`src/rtl/inst_fetch.sv`:
```
`default_nettype none
// ============================================================================
//  Module   : inst_fetch
//  Purpose  : Instruction fetch stage. Issues one bus transaction at a time
//             for the current PC, discards responses made stale by a
//             redirect, and queues fetched instructions (or address-error
//             entries for misaligned PCs) in a 2-entry buffer toward decode.
//  Revision : 1.0  initial release
// ============================================================================
module inst_fetch #(
  parameter int BUF_DEPTH = 2  // only 2 is supported
) (
  input  logic        clk,
  input  logic        rst,
  input  logic [31:0] pc_i,
  output logic        pc_adv,
  input  logic        flush,
  output logic        inst_req,
  output logic [31:0] inst_addr,
  input  logic        inst_addr_ok,
  input  logic [31:0] inst_rdata,
  input  logic        inst_data_ok,
  output logic        id_valid,
  input  logic        id_ready,
  output logic [31:0] id_pc,
  output logic [31:0] id_inst,
  output logic        id_adel
);

  localparam logic [1:0] S_IDLE = 2'd0;
  localparam logic [1:0] S_ADDR = 2'd1;
  localparam logic [1:0] S_DATA = 2'd2;

  localparam logic [1:0] CNT_FULL = BUF_DEPTH[1:0];

  typedef struct packed {
    logic        adel;
    logic [31:0] inst;
    logic [31:0] pc;
  } entry_t;

  logic [1:0]  state_q, state_d;
  logic [31:0] addr_q, addr_d;
  logic        cancel_q, cancel_d;
  logic        req_q, req_d;
  logic [1:0]  cnt_q, cnt_d;
  entry_t      ent_q [BUF_DEPTH];
  entry_t      ent_d [BUF_DEPTH];

  logic        can_issue;
  logic        push;
  logic        pop;
  entry_t      push_ent;

  // A new fetch decision is only taken with room in the buffer and no
  // redirect this cycle, so a push can never land on a full buffer.
  assign can_issue = !flush && (cnt_q < CNT_FULL);
  assign pop       = (cnt_q != 2'd0) && id_ready && !flush;

  // Fetch sequencing: next state, address latch, cancel tracking, pc_adv
  // pulse and the entry to push this cycle.
  always_comb begin
    state_d  = state_q;
    addr_d   = addr_q;
    cancel_d = cancel_q;
    pc_adv   = 1'b0;
    push     = 1'b0;
    push_ent = '0;
    case (state_q)
      S_IDLE: begin
        if (can_issue) begin
          if (pc_i[1:0] == 2'b00) begin
            state_d = S_ADDR;
            addr_d  = pc_i;
          end else begin
            // Misaligned PC: report it without touching the bus.
            push     = 1'b1;
            push_ent = '{adel: 1'b1, inst: 32'h0, pc: pc_i};
            pc_adv   = 1'b1;
          end
        end
      end
      S_ADDR: begin
        // The request stays up even on redirect; the reply is dropped later.
        if (flush) cancel_d = 1'b1;
        if (inst_addr_ok) begin
          state_d = S_DATA;
          pc_adv  = !cancel_q && !flush;
        end
      end
      S_DATA: begin
        if (flush) cancel_d = 1'b1;
        if (inst_data_ok) begin
          state_d  = S_IDLE;
          cancel_d = 1'b0;
          if (!cancel_q && !flush) begin
            push     = 1'b1;
            push_ent = '{adel: 1'b0, inst: inst_rdata, pc: addr_q};
          end
        end
      end
      default: state_d = S_IDLE;
    endcase
    req_d = (state_d == S_ADDR);
  end

  // Output buffer: head at entry 0, shifts forward on pop; a redirect
  // empties it and suppresses both push and pop.
  always_comb begin
    cnt_d = cnt_q;
    for (int i = 0; i < BUF_DEPTH; i++) ent_d[i] = ent_q[i];
    if (flush) begin
      cnt_d = 2'd0;
    end else begin
      case ({push, pop})
        2'b10: begin
          ent_d[cnt_q[0]] = push_ent;
          cnt_d           = cnt_q + 2'd1;
        end
        2'b01: begin
          ent_d[0] = ent_q[1];
          cnt_d    = cnt_q - 2'd1;
        end
        2'b11: begin
          if (cnt_q == 2'd1) begin
            ent_d[0] = push_ent;
          end else begin
            ent_d[0] = ent_q[1];
            ent_d[1] = push_ent;
          end
        end
        default: cnt_d = cnt_q;
      endcase
    end
  end

  // State registers with asynchronous reset.
  always_ff @(posedge clk or posedge rst) begin
    if (rst) begin
      state_q  <= S_IDLE;
      addr_q   <= 32'h0;
      cancel_q <= 1'b0;
      req_q    <= 1'b0;
      cnt_q    <= 2'd0;
      for (int i = 0; i < BUF_DEPTH; i++) ent_q[i] <= '0;
    end else begin
      state_q  <= state_d;
      addr_q   <= addr_d;
      cancel_q <= cancel_d;
      req_q    <= req_d;
      cnt_q    <= cnt_d;
      for (int i = 0; i < BUF_DEPTH; i++) ent_q[i] <= ent_d[i];
    end
  end

  assign inst_req  = req_q;
  assign inst_addr = addr_q;
  assign id_valid  = (cnt_q != 2'd0);
  assign id_pc     = ent_q[0].pc;
  assign id_inst   = ent_q[0].inst;
  assign id_adel   = ent_q[0].adel;

endmodule
`default_nettype wire

```
`config.mk`:
```
export PLATFORM = sky130hd
export DESIGN_NAME = inst_fetch
export DESIGN_NICKNAME = d
export VERILOG_FILES = /design/src/rtl/inst_fetch.sv
export SDC_FILE = /design/constraint.sdc
export NUM_CORES = 1
export LEC_CHECK = 0
export BUFFER_PORTS_ARGS = -buffer_cell sky130_fd_sc_hd__buf_2
export CELL_PAD_IN_SITES_DETAIL_PLACEMENT = 0
export CELL_PAD_IN_SITES_GLOBAL_PLACEMENT = 1
export CORE_ASPECT_RATIO = 0.6
export CORE_MARGIN = 3
export CORE_UTILIZATION = 46
export DETAILED_ROUTE_END_ITERATION = 7
export PLACE_DENSITY = 0.9
export RECOVER_POWER = 100
export SLEW_MARGIN = 20
export SYNTH_ARGS = -nofsm -noshare
export SYNTH_HDL_FRONTEND = slang
export SYNTH_SLANG_ARGS = --single-unit
```
`constraint.sdc`:
```
create_clock -name clk -period 11.4 [get_ports clk]
set_clock_uncertainty 0.2 [all_clocks]
set_input_delay 0.57 -clock clk [delete_from_list [all_inputs] [get_ports clk]]
set_output_delay 0.57 -clock clk [all_outputs]
set_load 0.03 [all_outputs]
```
### After elaboration in Yosys (flattened, before gate mapping)

Index checks and enable logic that the tools add are counted.

| operators by class | value |
|---|---|
| add/subtract/negate cells | 2 |
| multiply operators | 0 |
| divide/modulo/power cells | 0 |
| order comparisons | 3 |
| equal/unequal tests | 8 |
| shift operators | 0 |
| mux-type cells | 29 |
| bitwise operators | 2 |
| reductions and logical operators | 17 |

Operator list:

| kind | count |
|---|---|
| $mux W65 | 5 |
| $pmux W65 S2 | 2 |
| $pmux W65 S3 | 1 |
| $bwmux W130 | 1 |
| $mux W64 | 2 |
| $demux W65 S1 | 1 |
| $mux W2 | 5 |
| $eq A2 B1 Y1 const B | 4 |
| $mux W1 | 7 |
| $eq A2 B2 Y1 const B | 3 |
| $pmux W1 S2 | 3 |
| $pmux W2 S3 | 1 |
| $reduce_and A3 Y1 | 2 |
| $reduce_bool A2 Y1 | 3 |
| $reduce_bool A3 Y1 | 2 |
| $logic_and A1 B1 Y1 | 5 |
| $logic_not A2 Y1 | 2 |
| $pmux W2 S2 | 1 |
| $add A2 B1 Y2 const B | 1 |
| $ge A2 B2 Y1 const B | 1 |
| $logic_not A1 Y1 | 2 |
| $lt A2 B1 Y1 const B | 1 |
| $lt A2 B2 Y1 const B | 1 |
| $ne A2 B2 Y1 const B | 1 |
| 4 further kinds | 4 |

| storage, ports and cells | value |
|---|---|
| flip-flop bits (word level) | 168 |
| bits in latches | 0 |
| memory bits (writable) | 0 |
| bits in read-only memories | 0 |
| output and inout bits | 100 |
| memories | 0 |

### Longest topological paths before layout

Gate-level depths: netlist of run 1.

| depth | value |
|---|---|
| depth in word-level cells | 8 |
| gate-level depth with buffers | 9 |
| depth with buffers taken out | 6 |

### Worst setup path before layout of run 1

OpenSTA, ideal clock, no wires.

| timing path | value |
|---|---|
| path kind | input -> output |
| start | input port flush |
| end | output port pc_adv |
| data arrival time | 1.701 ns |
| slack | 8.929 ns |
| stages on the path | 5 |
| path buffers | 2 |
| path through | buf_4 > nor3b_4 > clkbuf_1 > nand2_1 > o31ai_1 |

| on the way | value |
|---|---|
| word-level cells in the longest chain between the ends | 4 |
| elaborated cells on any way between the ends | 6 |
| classes of those cells | mux: 3; reduce/logical: 3 |

Ends and longest elaborated chain:

| what | RTL line | source |
|---|---|---|
| start, declared | 17 | `input logic flush,` |
| $logic_not A1 Y1 * | 57, 88 |  |
| $logic_and A1 B1 Y1, on equally long branches | 88, 57 |  |
| $mux W1, on equally long branches | 86, 71 |  |
| $pmux W1 S2 * | 69 | `case (state_q)` |
| end, declared | 16 | `output logic pc_adv,` |

Every way passes the cells marked *; elsewhere a longest branch is shown, timed or not.

### Final worst setup path of run 1

| timing path | value |
|---|---|
| start | register state_q[0] |
| end | register, netlist name ent_q[58] |

| on the way | value |
|---|---|
| word-level cells in the longest chain between the ends | 5 |
| elaborated cells on any way between the ends | 12 |
| classes of those cells | eq/ne: 4; mux: 5; reduce/logical: 3 |

Ends and longest elaborated chain:

| what | RTL line | source |
|---|---|---|
| start, declared | 42 | `logic [1:0] state_q, state_d;` |
| start signal, assigned | 147 | `state_q <= state_d;` |
| $eq A2 B2 Y1 / $logic_not A2 Y1 (equally long branches) | 69 |  |
| $pmux W1 S2 | 69 |  |
| $eq A2 B2 Y1 | 115 | `case ({push, pop})` |
| $ne A2 B2 Y1 (no line) / $reduce_bool A2 Y1 (equally long branches) | n/a |  |
| $reduce_and A3 Y1 (no line) | n/a |  |

Several ways; a longest one is shown, not always the timed one. The select of a mux whose other input is x is not followed.
A chain may end at the register's enable or synchronous reset.

==> results.py, run 1 <==
metrics = {
    "run_status": {
        "run_status": "finished with violations",
        "failed_checks": "capacitance limit, slew limit",
    },
    "timing": {
        "maxSlewViolCount": 328,
        "rsz0062_at_grt": "false",
        "period_minus_slack_ps": 6670,
        "fin_ws_ps": 4730,
        "finalSetupViolations": 0,
        "worst_pin_slew_ps": 3970,
        "fin_crit_sh_pct": 58.5,
        "slew_headroom_pct": -166,
        "tns_ps": 0,
        "max_freq_mhz": 150,
        "hold_viol": 0,
    },
    "cts": {
        "clkLatencyLatePin_ps": 410,
        "clockRootBuffer": "clkbuf_16",
        "cts_hold_buf": 0,
        "cts_tree": "yes",
        "clock-sinks": 168,
        "cts_buffer_depth": 2,
        "clkTransAtPathRegs_ps": 70,
        "post_cts_resized": 0,
        "cts_buffers": 17,
        "htreeDepth": 4,
        "postCtsSetupRepairBufs": 0,
    },
    "min_path": {
        "hp-start": "inst_data_ok",
        "hp-class": "input pin to register",
    },
    "layout": {
        "syn_to_final_growth_pct": 11.7,
        "regArea_mm2": 0.00420,
        "final_cell_mix": "dfrtp_1, clkbuf_1, buf_2, inv_1, a221o_1",
        "layout_commonest_cell": "dfrtp_1",
        "drive_above_1_share_pct": 13.9,
        "nNetsFinal": 846,
        "multiInputGateArea_mm2": 0.00270,
        "fillers": 1501,
    },
    "route": {
        "num_vias": 5331,
        "routed_wl_um": 18000,
        "route.detailed.drc": 0,
        "wl_per_cell_um": 17.8,
        "viasPerCell": 5.27,
        "first_pass_iters": 4,
        "final_antenna_net_count": 0,
        "drt-initial-drc-count": 378,
    },
    "pwr": {
        "power_uw": 2550,
        "power_density_mw_per_mm2": 290,
        "ir_drop_uv": 152,
        "power.leakage_uw": 0.00383,
    },
    "yosys": {
        "synth-seq-area-share_pct": 53.4,
        "synth_edf_count": 0,
        "synth_nets": 759,
        "async_flop_share_pct": 100,
        "yosys_warnings": 0,
        "netlist_instances": 683,
        "synth_cell_type_count": 34,
        "ys_ff_latch": 168,
        "avgSynthCellArea_um2": 11.5,
        "synth-main-ff-cell": "dfrtp_1",
        "synth_area_mm2": 0.00787,
    },
    "setup_path": {
        "critPathLaunchType": "register",
        "path_class": "register to register",
        "end_kind": "register",
        "rr_startpoint": "state_q[0]$_DFF_PP0_",
        "critPathLaunch": "state_q[0]$_DFF_PP0_",
        "crit_required_ps": 11380,
        "worstPathMaxFanout": 68,
        "worstPathArrival_ps": 6640,
    },
    "grt": {
        "grt_use_total_pct": 19.5,
        "grt_max_degree": 94,
        "grt_pass1_wl_um": 28800,
        "antenna_found_initial": 0,
        "grt.overflow.total": 0,
        "grt_pass1_vias": 5255,
    },
    "place": {
        "numPortBuffers": 169,
        "place_ws_ps": 7920,
        "gp_congestion": 0.806,
        "hpwlAfterDp_um": 11800,
    },
    "die": {
        "start_util_pct": 47.7,
        "core-area_mm2": 0.0165,
        "ios": 170,
        "die_w_um": 175,
        "fp.dieH_um": 107,
        "die_area_mm2": 0.0188,
        "num_rows": 36,
    },
    "flow_run": {
        "cap_violations": 7,
    },
}
[cell usage after synthesis (all sizes together), types with 3 or more instances]
master / count / area (um2)
a21oi: 3 / 18.8
nand2: 35 / 131
nor2b: 7 / 43.8
inv: 68 / 255
and2: 6 / 37.5
buf: 89 / 653
mux2i: 63 / 631
dfrtp: 168 / 4200
nor3b: 3 / 43.8
o31ai: 3 / 22.5
a211oi: 3 / 22.5
mux2: 34 / 383
a22oi: 3 / 22.5
nor2: 62 / 233
a32oi: 30 / 263
a221o: 65 / 651
clkbuf: 21 / 78.8
ha: 6 / 75.1
[cell families (layout without fill, tap and decap cells)]
family          Yosys count  in the layout  share of synthesized area (%)
mux                      97             97                           12.9
buf+inv                 178            277                           12.5
flops                   168            168                           53.4
simple gates            120            120                           6.79
compound gates          112            112                           13.2
xor+xnor                  2              2                          0.223
fa+ha+maj                 6              6                          0.954
other cells               0              1                              0
[registers in the layout, summed over array words and instances, names as in the netlist]
signal	cells
ent_q	65
id_inst	32
id_pc	32
inst_addr	32
cnt_q	2
state_q	2
cancel_q	1
id_adel	1
inst_req	1
[power by group]
group / internal (uW) / switching (uW) / leakage (uW) / total, uW
clock: 328 / 229 / 0.000273 / 557
sequential: 847 / 165 / 0.00213 / 1010
combinational: 315 / 665 / 0.00143 / 980
total: 1490 / 1060 / 0.00383 / 2550
[metrics by stage]
step	instance area (um2)	std cells	utilization, %	hold slack, ps
after floorplan	7870	683	-	259
after global placement	8390	979	50.9	269
after detailed placement	8390	979	50.9	277
after CTS	8960	1010	54.4	148
after global routing	8790	1010	53.3	151
final	8790	1011	53.3	161
[final cells by class]
type / count / area share (%)
sequential: 168 / 47.8
multi-input combinational: 337 / 30.7
timing repair buffer: 178 / 8.81
clock buffer: 20 / 5.08
tap: 228 / 3.25
inverter: 68 / 2.92
clock inverter: 11 / 1.41
antenna: 1 / 0.0285
[critical path: stages (launching register included)]
cell and delay [ps]:
dfrtp_1 400, inv_1 110, ha_1 190, nor4bb_1 230, clkbuf_1 2310, a21oi_1 600, nor3b_4 370, clkbuf_1 1650
mux2i_1 330
[layer usage]
| metal | share of wire (%) | global-route usage [%] |
|---|---|---|
| met5 | 0 | 0 |
| met4 | 1.1 | 5.40 |
| met3 | 7.5 | 5.43 |
| met2 | 43 | 28.1 |
| met1 | 48 | 28.9 |
[path summary, 6_finish.rpt]
path | to | slack (ps) | cells after the start
max in group asynchronous | ent_q[2]$_DFFE_PP0P_ | 7600 | 3
min reg2reg | ent_q[43]$_DFFE_PP0P_ | 290 | 1
min in group asynchronous | id_inst[22]$_DFFE_PP0P_ | 1120 | 2
min | cancel_q$_DFFE_PP0P_ | 160 | 2
max | ent_q[58]$_DFFE_PP0P_ | 4730 | 8
max reg2reg | ent_q[58]$_DFFE_PP0P_ | 4730 | 8
Power figures use the tool's default switching activity.
==> run 2: changes to the inputs <==
Settings changed: CORE_UTILIZATION 46 to 43, PLACE_DENSITY 0.9 to 0.85.
Clock period 11.4 ns to 6.4 ns, I/O delays scaled along.
==> run 2 against run 1 <==
First-iteration DRC count grew 2.6%; global-route usage is 0.42 points lower; clock power is 76% higher; register-to-register slack got worse by 3300 ps; cell count grew 6.9%; sequential power up 79%; flip-flop and latch count did not move; via count rose by 5.3%; sequential share of layout area shrank 3.3 points; the run still ends with capacitance limit, slew limit left; highest routed layer unchanged; largest power group unchanged; largest cell class unchanged; fmax is 36% higher.
==> results.py, run 2 (synthesis results as in run 1) <==
metrics = {
    "pwr": {
        "clkPwrFrac_pct": 21.5,
        "ir_drop_uv": 253,
        "power_density_mw_per_mm2": 484,
        "pwr-share-comb_pct": 38.8,
        "p_sw_share_pct": 42.3,
        "power.leakage_uw": 0.00410,
        "power_frac_seq_pct": 39.6,
        "power_uw": 4560,
        "p_int_uw": 2630,
        "power_switching_uw": 1930,
    },
    "route": {
        "final_antenna_net_count": 0,
        "first_pass_iters": 5,
        "wl_per_cell_um": 17.7,
        "routed_wl_um": 19100,
        "num_vias": 5614,
        "drt-initial-drc-count": 388,
        "route.detailed.drc": 0,
        "viasPerCell": 5.19,
    },
    "layout": {
        "regArea_mm2": 0.00420,
        "nNetsFinal": 910,
        "multiInputGateArea_mm2": 0.00270,
        "largest_reg_flops": 65,
        "largest-register": "ent_q",
        "layout_commonest_cell": "dfrtp_1",
        "syn_to_final_growth_pct": 19.9,
        "fillers": 1547,
        "diodes": 0,
        "final_cell_mix": "dfrtp_1, clkbuf_1, buf_2, inv_1, a221o_1",
        "drive_above_1_share_pct": 13.5,
    },
    "timing": {
        "worst_pin_slew_ps": 1670,
        "period_minus_slack_ps": 4920,
        "max_freq_mhz": 203,
        "fin_crit_sh_pct": 76.9,
        "whs_ps": 44.0,
        "hold_viol": 0,
        "finalSetupViolations": 0,
        "tns_ps": 0,
        "rsz0062_at_grt": "false",
        "maxSlewViolCount": 77,
        "slew_headroom_pct": -11.4,
    },
    "setup_path": {
        "worstPathArrival_ps": 5020,
        "end_kind": "register",
        "rr_startpoint": "state_q[0]$_DFF_PP0_",
        "reg2reg_depth": 8,
        "crit_required_ps": 6500,
        "reg2reg_to": "id_inst[22]$_DFFE_PP0P_",
        "critPathLaunchType": "register",
        "worstPathMaxFanout": 41,
        "ff2ff_setup_slack_ps": 1480,
        "path_class": "register to register",
        "setup.worst_path.end": "id_inst[22]$_DFFE_PP0P_",
        "critPathLaunch": "state_q[0]$_DFF_PP0_",
    },
    "grt": {
        "grt_max_degree": 108,
        "grt_pass1_vias": 5594,
        "grt_use_total_pct": 19.1,
        "antenna_found_initial": 0,
        "grt_pass1_wl_um": 31000,
        "grt.overflow.total": 0,
    },
    "cts": {
        "htreeDepth": 4,
        "cts_tree": "yes",
        "cts_buffers": 17,
        "clkTransAtPathRegs_ps": 70,
        "clockRootBuffer": "clkbuf_16",
        "clock-sinks": 168,
        "postCtsSetupRepairBufs": 0,
        "clkLatencyLatePin_ps": 420,
        "cts_buffer_depth": 2,
    },
    "run_status": {
        "failed_checks": "capacitance limit, slew limit",
        "run_status": "finished with violations",
    },
    "die": {
        "num_rows": 37,
        "ios": 170,
        "start_util_pct": 44.9,
        "die_w_um": 181,
        "core-area_mm2": 0.0175,
        "fp.dieH_um": 111,
        "die_area_mm2": 0.0200,
    },
    "min_path": {
        "worstHoldPathCells": 3,
        "hp-class": "input pin to register",
    },
    "place": {
        "gp_congestion": 0.781,
        "hpwlAfterDp_um": 12300,
        "numPortBuffers": 169,
    },
    "flow_run": {
        "cap_violations": 3,
    },
}
run 2: cell types whose count changed in the layout (fill, tap and decap cells not counted), moves of 2 or more:
cell / before / now
clkinv_2: 3 / 1
clkinv_4: 1 / 3
dlygate4sd3_1: 0 / 60
buf_4: 5 / 8
run 2: layer usage:
layer | track usage (%) | vias to the layer above | share of wire (%)
met3 | 4.33 | 9 | 5.0
met2 | 28.3 | 149 | 44
li1 | - | 2649 | -
met5 | 0 | - | 0
met4 | 3.73 | 0 | 0.61
met1 | 28.8 | 2807 | 50
run 2: area by class of cell:
| cell class | count | area share [%] |
|---|---|---|
| inverter | 68 | 2.72 |
| timing repair buffer | 242 | 15.1 |
| tap | 234 | 3.10 |
| sequential | 168 | 44.6 |
| clock inverter | 12 | 1.27 |
| multi-input combinational | 337 | 28.6 |
| clock buffer | 20 | 4.63 |
run 2: critical path: stages (launching register included):
cell	delay, ps
dfrtp_1	400
inv_1	110
ha_1	200
nor4bb_4	800
clkbuf_1	850
a21oi_1	350
o21a_1	660
clkbuf_2	730
a221o_1	500
run 2: repair_timing:
| action | CTS | global route |
|---|---|---|
| hold endpoints to repair | 165 | 0 |
| gates resized for setup | 0 | 0 |
| hold buffers | 60 | 0 |
run 2: how the worst min path moves through the flow:
| stage | from | endpoint | slack, ps |
|---|---|---|---|
| floorplan | inst_data_ok | cancel_q$_DFFE_PP0P_ | 220 |
| global placement | ent_q[43]$_DFFE_PP0P_ | ent_q[43]$_DFFE_PP0P_ | 270 |
| detailed placement | ent_q[63]$_DFFE_PP0P_ | ent_q[63]$_DFFE_PP0P_ | 280 |
| CTS | inst_rdata[31] | ent_q[63]$_DFFE_PP0P_ | 30 |
| global route | inst_rdata[31] | ent_q[63]$_DFFE_PP0P_ | 50 |
| finish | inst_rdata[31] | ent_q[63]$_DFFE_PP0P_ | 40 |
run 2: power groups by stage:
stage	logic (uW)	registers, uW	clock network [uW]
final	1770	1810	983
after detailed placement	1850	1810	0
after CTS	1880	1800	1000
after global routing	1920	1860	1050
after global placement	1810	1810	0
after floorplan	1370	1930	0
run 2: metrics by stage:
step | utilization [%] | instances | setup slack (ps) | cell area, um2
floorplan | - | 683 | 1330 | 7870
global placement | 48.0 | 987 | 2340 | 8420
detailed placement | 48.1 | 988 | 2300 | 8430
CTS | 54.7 | 1080 | 2290 | 9590
global route | 53.8 | 1081 | 1060 | 9440
finish | 53.8 | 1081 | 1480 | 9440
